`config.mk`:
```
export PLATFORM = sky130hd
export DESIGN_NAME = cv32e40p_instr_prefetch_queue
export DESIGN_NICKNAME = d
export VERILOG_FILES = /design/src/rtl/cv32e40p_instr_prefetch_queue.sv
export SDC_FILE = /design/constraint.sdc
export NUM_CORES = 1
export LEC_CHECK = 0
export CAP_MARGIN = 20
export CORE_MARGIN = 1
export CORE_UTILIZATION = 39
export DETAILED_ROUTE_END_ITERATION = 12
export GPL_ROUTABILITY_DRIVEN = 0
export RECOVER_POWER = 50
export SYNTH_ARGS = -nofsm -noshare
export SYNTH_HDL_FRONTEND = slang
export SYNTH_SLANG_ARGS = --single-unit
```
`constraint.sdc`:
```
create_clock -name clk -period 5.1 [get_ports clk]
set_clock_uncertainty 0.05 [all_clocks]
set_input_delay 0.51 -clock clk [delete_from_list [all_inputs] [get_ports clk]]
set_output_delay 0.51 -clock clk [all_outputs]
set_load 0.005 [all_outputs]
```
`src/rtl/cv32e40p_instr_prefetch_queue.sv`:
```
// cv32e40p_instr_prefetch_queue: OBI word prefetcher (req FSM + outstanding/discard tracking + DEPTH-entry FIFO to IF); define CV32E40P_PREFETCH_ERR_EN to carry instr_err_i through to fetch_err_o
module cv32e40p_instr_prefetch_queue #(
    parameter int DEPTH = 2,
    parameter int MAX_OUTSTANDING = 2
) (
    input  logic        clk,
    input  logic        rst,
    input  logic        req_i,
    input  logic        branch_i,
    input  logic [31:0] branch_addr_i,
    input  logic        fetch_ready_i,
    output logic        fetch_valid_o,
    output logic [31:0] fetch_rdata_o,
    output logic        fetch_err_o,
    output logic        instr_req_o,
    output logic [31:0] instr_addr_o,
    input  logic        instr_gnt_i,
    input  logic        instr_rvalid_i,
    input  logic [31:0] instr_rdata_i,
    input  logic        instr_err_i,
    output logic        busy_o
);
    localparam int CW = $clog2(DEPTH + 1);
    localparam int PW = $clog2(DEPTH);
`ifdef CV32E40P_PREFETCH_ERR_EN
    localparam int W = 33;
`else
    localparam int W = 32;
`endif
    typedef enum logic [1:0] {IDLE, WAIT_GNT, WAIT_GNT_BR} state_t;
    state_t        state;
    logic [31:0]   fetch_addr, pend_addr, tgt;
    logic [CW-1:0] outstanding, discard, count;
    logic [PW-1:0] rptr, wptr;
    logic [W-1:0]  mem [DEPTH];
    logic [W-1:0]  wdata;
    logic [CW:0]   used;
    logic          pop, push, gnt, old_gnt;
    assign tgt           = {branch_addr_i[31:2], 2'b00};
    assign fetch_valid_o = count != '0;
    assign fetch_rdata_o = mem[rptr][31:0];
`ifdef CV32E40P_PREFETCH_ERR_EN
    assign wdata       = {instr_err_i, instr_rdata_i};
    assign fetch_err_o = mem[rptr][32];
`else
    assign wdata       = instr_rdata_i;
    assign fetch_err_o = 1'b0 & instr_err_i;
`endif
    assign pop  = fetch_valid_o && fetch_ready_i && !branch_i;
    assign push = instr_rvalid_i && discard == '0 && !branch_i;
    // Words that will occupy the FIFO: buffered plus live in-flight, crediting a same-cycle pop so a
    // zero-wait memory sustains one word per cycle; a branch leaves nothing live.
    assign used = branch_i ? '0
                : {1'b0, count} + {1'b0, outstanding} - {1'b0, discard} - {{CW{1'b0}}, pop};
    assign instr_req_o  = state != IDLE
                       || (req_i && outstanding < CW'(MAX_OUTSTANDING) && used < (CW+1)'(DEPTH));
    assign instr_addr_o = (state == IDLE && branch_i) ? tgt : fetch_addr;
    assign gnt          = instr_req_o && instr_gnt_i;
    assign old_gnt      = gnt && state != IDLE;
    assign busy_o       = instr_req_o || outstanding != '0;
    always_ff @(posedge clk) begin
        if (rst) begin
            state       <= IDLE;
            fetch_addr  <= '0;
            pend_addr   <= '0;
            outstanding <= '0;
            discard     <= '0;
            count       <= '0;
            rptr        <= '0;
            wptr        <= '0;
            for (int i = 0; i < DEPTH; i++) mem[i] <= '0;
        end else begin
            outstanding <= outstanding + CW'(gnt) - CW'(instr_rvalid_i);
            discard     <= branch_i ? outstanding + CW'(old_gnt) - CW'(instr_rvalid_i)
                         : discard + CW'(gnt && state == WAIT_GNT_BR) - CW'(instr_rvalid_i && discard != '0);
            count       <= branch_i ? '0 : count + CW'(push) - CW'(pop);
            wptr        <= branch_i ? '0 : wptr + PW'(push);
            rptr        <= branch_i ? '0 : rptr + PW'(pop);
            if (push) mem[wptr] <= wdata;
            case (state)
                IDLE: begin
                    fetch_addr <= gnt ? instr_addr_o + 32'd4 : instr_addr_o;
                    state      <= (instr_req_o && !instr_gnt_i) ? WAIT_GNT : IDLE;
                end
                WAIT_GNT: begin
                    if (gnt) begin
                        fetch_addr <= branch_i ? tgt : fetch_addr + 32'd4;
                        state      <= IDLE;
                    end else if (branch_i) begin
                        pend_addr <= tgt;
                        state     <= WAIT_GNT_BR;
                    end
                end
                WAIT_GNT_BR: begin
                    if (branch_i) pend_addr <= tgt;
                    if (gnt) begin
                        fetch_addr <= branch_i ? tgt : pend_addr;
                        state      <= IDLE;
                    end
                end
                default: state <= IDLE;
            endcase
        end
    end
endmodule

```
=== Word-level counts from Yosys, hierarchy flattened ===
Memory sizes are Yosys's and may differ from the RTL's. A register that Yosys moved wholly into a read port is not among the register bits.
Index checks and enable logic that the tools add are counted.

* Register bits after elaboration: 74
* Latch bits: 0
* RAM bits: 64
* ROM bits: 0
* Input port bits: 72
* Logic and storage cells: 86
* Memories kept: 1

* Add/sub/neg operators: 15
* $mul: 0
* Divide/modulo/power cells: 0
* $lt $le $gt $ge: 2
* Equality and inequality tests: 6
* Shifts and indexed selects: 0
* Mux-type cells: 25
* Bitwise logic cells: 0
* Reduce and logical (&&, ||, !) cells: 29

{| class="wikitable"
|+ Memories
! name !! depth !! bits a word !! rd ports !! clocked after Yosys merged registers in !! wr ports !! line !! source
|-
| mem || 2 || 32 || 1 || 1 || 2 || 35 || <nowiki>logic [W-1:0] mem [DEPTH];</nowiki>
|}

{| class="wikitable"
|+ Operators with widths
! cell !! count
|-
| $mux W32 || 8
|-
| $pmux W32 S3 || 1
|-
| $add A32 B3 Y32 const B || 2
|-
| $pmux W32 S2 || 1
|-
| $reduce_or A32 Y1 || 1
|-
| $logic_and A1 B1 Y1 || 12
|-
| $reduce_bool A2 Y1 || 5
|-
| $mux W1 || 9
|-
| $add A2 B1 Y2 || 4
|-
| $mux W2 || 4
|-
| $sub A2 B1 Y2 || 4
|-
| $ne A2 B2 Y1 const B || 3
|-
| $pmux W2 S3 || 1
|-
| $logic_not A2 Y1 || 2
|-
| $reduce_and A2 Y1 || 2
|-
| $add A2 B2 Y3 || 1
|-
| $lt A3 B2 Y1 const B || 1
|-
| $mux W3 || 1
|-
| $ne A3 B3 Y1 const B || 1
|-
| $reduce_and A3 Y1 || 1
|-
| $reduce_bool A3 Y1 || 1
|-
| $sub A3 B1 Y3 || 1
|-
| $sub A3 B2 Y3 || 1
|-
| $add A1 B1 Y1 || 2
|-
| 6 further kinds || 8
|}

=== Depth between registers and ports, before layout ===
* Depth after elaboration: 13
* Depth in mapped cells: 23
* Gate-level depth less buffers: 19

=== Worst setup path after synthesis ===
OpenSTA, ideal clock, no wires.

* Kind: input to register
* Start: input port branch_i
* End: register discard[1]
* Setup time: 0.128 ns
* Data arrival time: 4.627 ns
* Path slack: 0.295 ns
* Stages: 22
* Buffers on the path: 4
* Cells stage by stage: buf_2 > buf_2 > inv_1 > clkbuf_1 > nand3_1 > fa_1 > inv_1 > fa_1 > nor2_1 > fa_1 > o311ai_4 > and2_1 > buf_6 > nand2_1 > ha_1 > inv_1 > ha_1 > xnor2_1 > xnor2_1 > nor2_1 > a21oi_1 > nor2_1

* Word-level cells in the longest chain between the ends: 12
* Elaborated cells between the ends (all ways): 15
* Classes of those cells: add/sub (5); order compare (1); mux (2); reduce/logical (7)

{| class="wikitable"
|+ RTL lines
! what !! line !! source
|-
| start: declaration || 9 || <nowiki>input logic branch_i,</nowiki>
|-
| $logic_not A1 Y1 || 49 || <nowiki>assign pop = fetch_valid_o && fetch_ready_i && !branch_i;</nowiki>
|-
| $logic_and A1 B1 Y1 || 49 ||
|-
| $sub A3 B1 Y3 || 54 || <nowiki>: {1'b0, count} + {1'b0, outstanding} - {1'b0, discard} - {{CW{1'b0}}, pop};</nowiki>
|-
| $mux W3 (*) || 53 || <nowiki>assign used = branch_i ? '0</nowiki>
|-
| $lt A3 B2 Y1 (*) || 56 || <nowiki>|| (req_i && outstanding < CW'(MAX_OUTSTANDING) && used < (CW+1)'(DEPTH));</nowiki>
|-
| $logic_and A1 B1 Y1 (*) || 56 ||
|-
| $logic_or A1 B1 Y1 (*) || 56 ||
|-
| named net instr_req_o || 15 || <nowiki>output logic instr_req_o,</nowiki>
|-
| $logic_and A1 B1 Y1 (*) || 58 || <nowiki>assign gnt = instr_req_o && instr_gnt_i;</nowiki>
|-
| $logic_and A1 B1 Y1 (on tied branches) || 75, 59 ||
|-
| $add A2 B1 Y2 (on tied branches) || 75, 74 ||
|-
| $sub A2 B1 Y2 (on tied branches) || 75, 74 ||
|-
| $mux W2 (*) || 74 || <nowiki>discard <= branch_i ? outstanding + CW'(old_gnt) - CW'(instr_rvalid_i)</nowiki>
|-
| end signal: assignment || 74 ||
|-
| end: declaration || 33 || <nowiki>logic [CW-1:0] outstanding, discard, count;</nowiki>
|}

Mark *: on every way through the listed nets, which the timed path passes. The rest lies on a longest branch.
A chain may end at the register's enable or synchronous reset.

=== Worst setup path after layout ===
* Start: input port branch_i
* End: output port busy_o

* Word-level cells in the longest chain between the ends: 8

{| class="wikitable"
|+ RTL lines
! what !! line !! source
|-
| $logic_not A1 Y1 || 49 ||
|-
| $logic_and A1 B1 Y1 || 49 ||
|-
| $sub A3 B1 Y3 || 54 ||
|-
| $mux W3 (*) || 53 ||
|-
| $lt A3 B2 Y1 (*) || 56 ||
|-
| $logic_and A1 B1 Y1 (*) || 56 ||
|-
| $logic_or A1 B1 Y1 (*) || 56 ||
|-
| $logic_or A1 B1 Y1 (*) || 60 || <nowiki>assign busy_o = instr_req_o || outstanding != '0;</nowiki>
|-
| end: declaration || 21 || <nowiki>output logic busy_o</nowiki>
|}

Every way passes the cells marked *; elsewhere a longest branch is shown, timed or not.

==> metrics.txt <==
Most used DFF post-synth dfxtp_1; Final Hold Slack 402.5 ps; syn_nets 1030; status complete, but fails checks; maxcap violations 2; hpwl dp 17130 µm; cells resized by post-CTS repair 0; first-pass GRT wire length 40430 µm; htree depth 4; worst slack at placement 225.9 ps; initial antenna violation count 0; largest cells by area after synthesis edfxtp_1 (22%), dfxtp_1 (17%), nand2_1 (7.0%), and2_1 (5.1%), mux2_2 (4.9%); CP startpoint kind primary input; Post-CTS Setup Repair Bufs 0; layout cells sized above 1 12.48%; fmax 213.8 MHz; Starting Density 40.19%; number of port buffers 135; die width 150.1 µm; diode count 0; Clock Tree Root clkbuf_16; post-route non-filler standard cell count 1341; maximum vdd drop 246.1 µV; crit-path max FO 6; Post-Syn Instances 940; IO Count 140; die height 150.1 µm; Cells after DPL 1309; failing checks max-capacitance violations, max-slew violations; Slew Viols, Final 67; Die Area 22530 µm²; core area 21290 µm²; Max-slew headroom -30.78%; post-synthesis cell type count 80; total track usage 23.46%; Clk Latency, worst-skew pair 440 ps; vias in the first global route 7274; DR iter-0 viols 655; cell area after synthesis 8556 µm²; Synth Register Bits 138; RSZ-0062 raised after global routing false; First-pass DRT Iterations 6; period utilization 91.72%; FP Rows 53; Tightest Hold Check Type reg -> reg; power per cell area 406.1 nW/µm²; routed wire length 25650 µm; crit path DAT 4120 ps; Worst Path Required 4540 ps; sequential share of the synthesized area 39.78%; Worst-Margin Slew 1962 ps; antenna-violating nets left 0; largest net degree at the start of global routing 43; Mean Syn Cell Area 9.102 µm²; Via Count 7571; setup TNS 0 ps; EDFF count, synth 64; Reg clk slew, reported paths 70 ps; Bufs on Longest Clock Path 2; final setup fails 0; Avg WL per Cell 19.13 µm; Yosys top cell area share 22.46%; Leak Pwr 3.994 nW; grt ovf 0; Post-CTS Hold Buffers 0; Hold Violations, Final 0; Area Overhead vs Synth 25.74%; DR vias/cell 5.646; fraction of registers with async set/reset 0%; TritonCTS Buffers 17; Clock Sinks 138; Worst Path Class, Setup in -> out; Crit. End Element output port; Yosys top cell by area edfxtp_1; setup slack after layout 422.1 ps; Yosys Warn Count 0; TritonCTS clock tree built; Final #Nets 1143; DRC viols 0; min cycle time layout 4678 ps
## sequential cells by signal (all words and copies together), names as in the netlist
name and flops:
wptr 1, outstanding 2, discard 2, count 2
pend_addr 32, mem 64, state 2, fetch_addr 32
rptr 1
## cells in the final DEF (no fill, tap or decap), types with 7 or more instances in the layout
cell type        Yosys  routed
nand2_1            159     159
clkdlybuf4s50_1      0     101
dfxtp_1             74      74
edfxtp_1            64      64
a21oi_1             53      53
and2_1              70      42
mux2_2              37      37
nor2_1              37      37
dlygate4sd3_1        0      33
xnor2_1             32      32
o21ai_0             31      31
nand4_1             29      29
inv_1               28      28
and2_0               0      28
xor2_1              20      20
buf_4                1      20
nand3_1             18      18
nor3_1              18      17
clkbuf_16            0      17
o21ai_1             16      15
ha_1                14      14
and3_1               9       9
a22oi_1              9       9
a31oi_1              9       9
a221oi_1             9       9
mux2i_1              7       7
a211oi_1             7       7
o211a_1              7       7
## stage by stage
stage               utilization, %  instance area [µm²]  power, mW
finish                       50.54                10760      4.368
global route                 50.54                10760      4.605
global placement             47.76                10170      3.059
detailed placement           47.76                10170      3.079
floorplan                        -                 8556      2.472
CTS                          50.69                10790      4.397
## metal layers
layer	part of all wire, %	vias up	global-route usage, %
li1	-	3605	-
met1	44	3619	31.72
met2	46	309	38.13
met3	7.7	38	4.576
met4	1.8	0	6.313
met5	0	-	0
## path summary, 6_finish.rpt
path | start | endpoint | slack (ps) | cells past startpoint
hold / removal | pend_addr[30] | pend_addr[30] | 400 | 2
hold reg to reg | pend_addr[30] | pend_addr[30] | 400 | 2
setup / recovery | branch_i | busy_o | 420 | 11
setup reg to reg | count[1] | fetch_addr[26] | 680 | 13
## worst max-delay path, cell delays in order
cell	delay [ps]
dlygate4sd3_1	560
inv_1	110
nand3_1	120
fa_1	490
inv_1	50
fa_1	430
nor2_1	130
fa_1	480
o311ai_4	520
or3_1	200
clkdlybuf4s50_1	500
## final cells by class
type / count / area, µm²
repair buffers: 162 / 1555
multi-input cells: 705 / 4721
clock buffers: 17 / 425.4
fillers: 2039 / 10530
inverters: 29 / 111.4
flip-flops and latches: 138 / 3403
well taps: 275 / 344.1
clock inverters: 15 / 197.7
## kinds of logic after synthesis
kind of cell    Yosys count  share of synthesized area (%)
mux                      47                          6.171
fa+ha+maj                18                          2.983
buf+inv                  97                          5.192
xor+xnor                 52                          5.323
simple gates            393                          24.69
other cells               1                        0.04383
compound gates          194                          15.82
flops                   138                          39.78
## synthesized netlist by cell type (all sizes together), types with 7 or more instances
cell type    n
o21ai       51
a221oi      14
and3         9
mux2        40
buf         29
clkbuf      39
a22oi        9
ha          14
nand3       19
nor4         8
a21oi       54
mux2i        7
and2        71
nor2        38
dfxtp       74
o211a        7
nor3        21
a211oi       7
inv         29
a31oi        9
edfxtp      64
nand4       32
xnor2       32
xor2        20
nand2      159
## report_power, final
part           switching (mW)  leakage, nW  internal (mW)
Clock                   0.569        0.303          0.751
Combinational           0.825         2.42          0.715
Sequential              0.178         1.27           1.33
Total                    1.57         3.99           2.80
No activity file was read; power rests on OpenSTA's default activity.
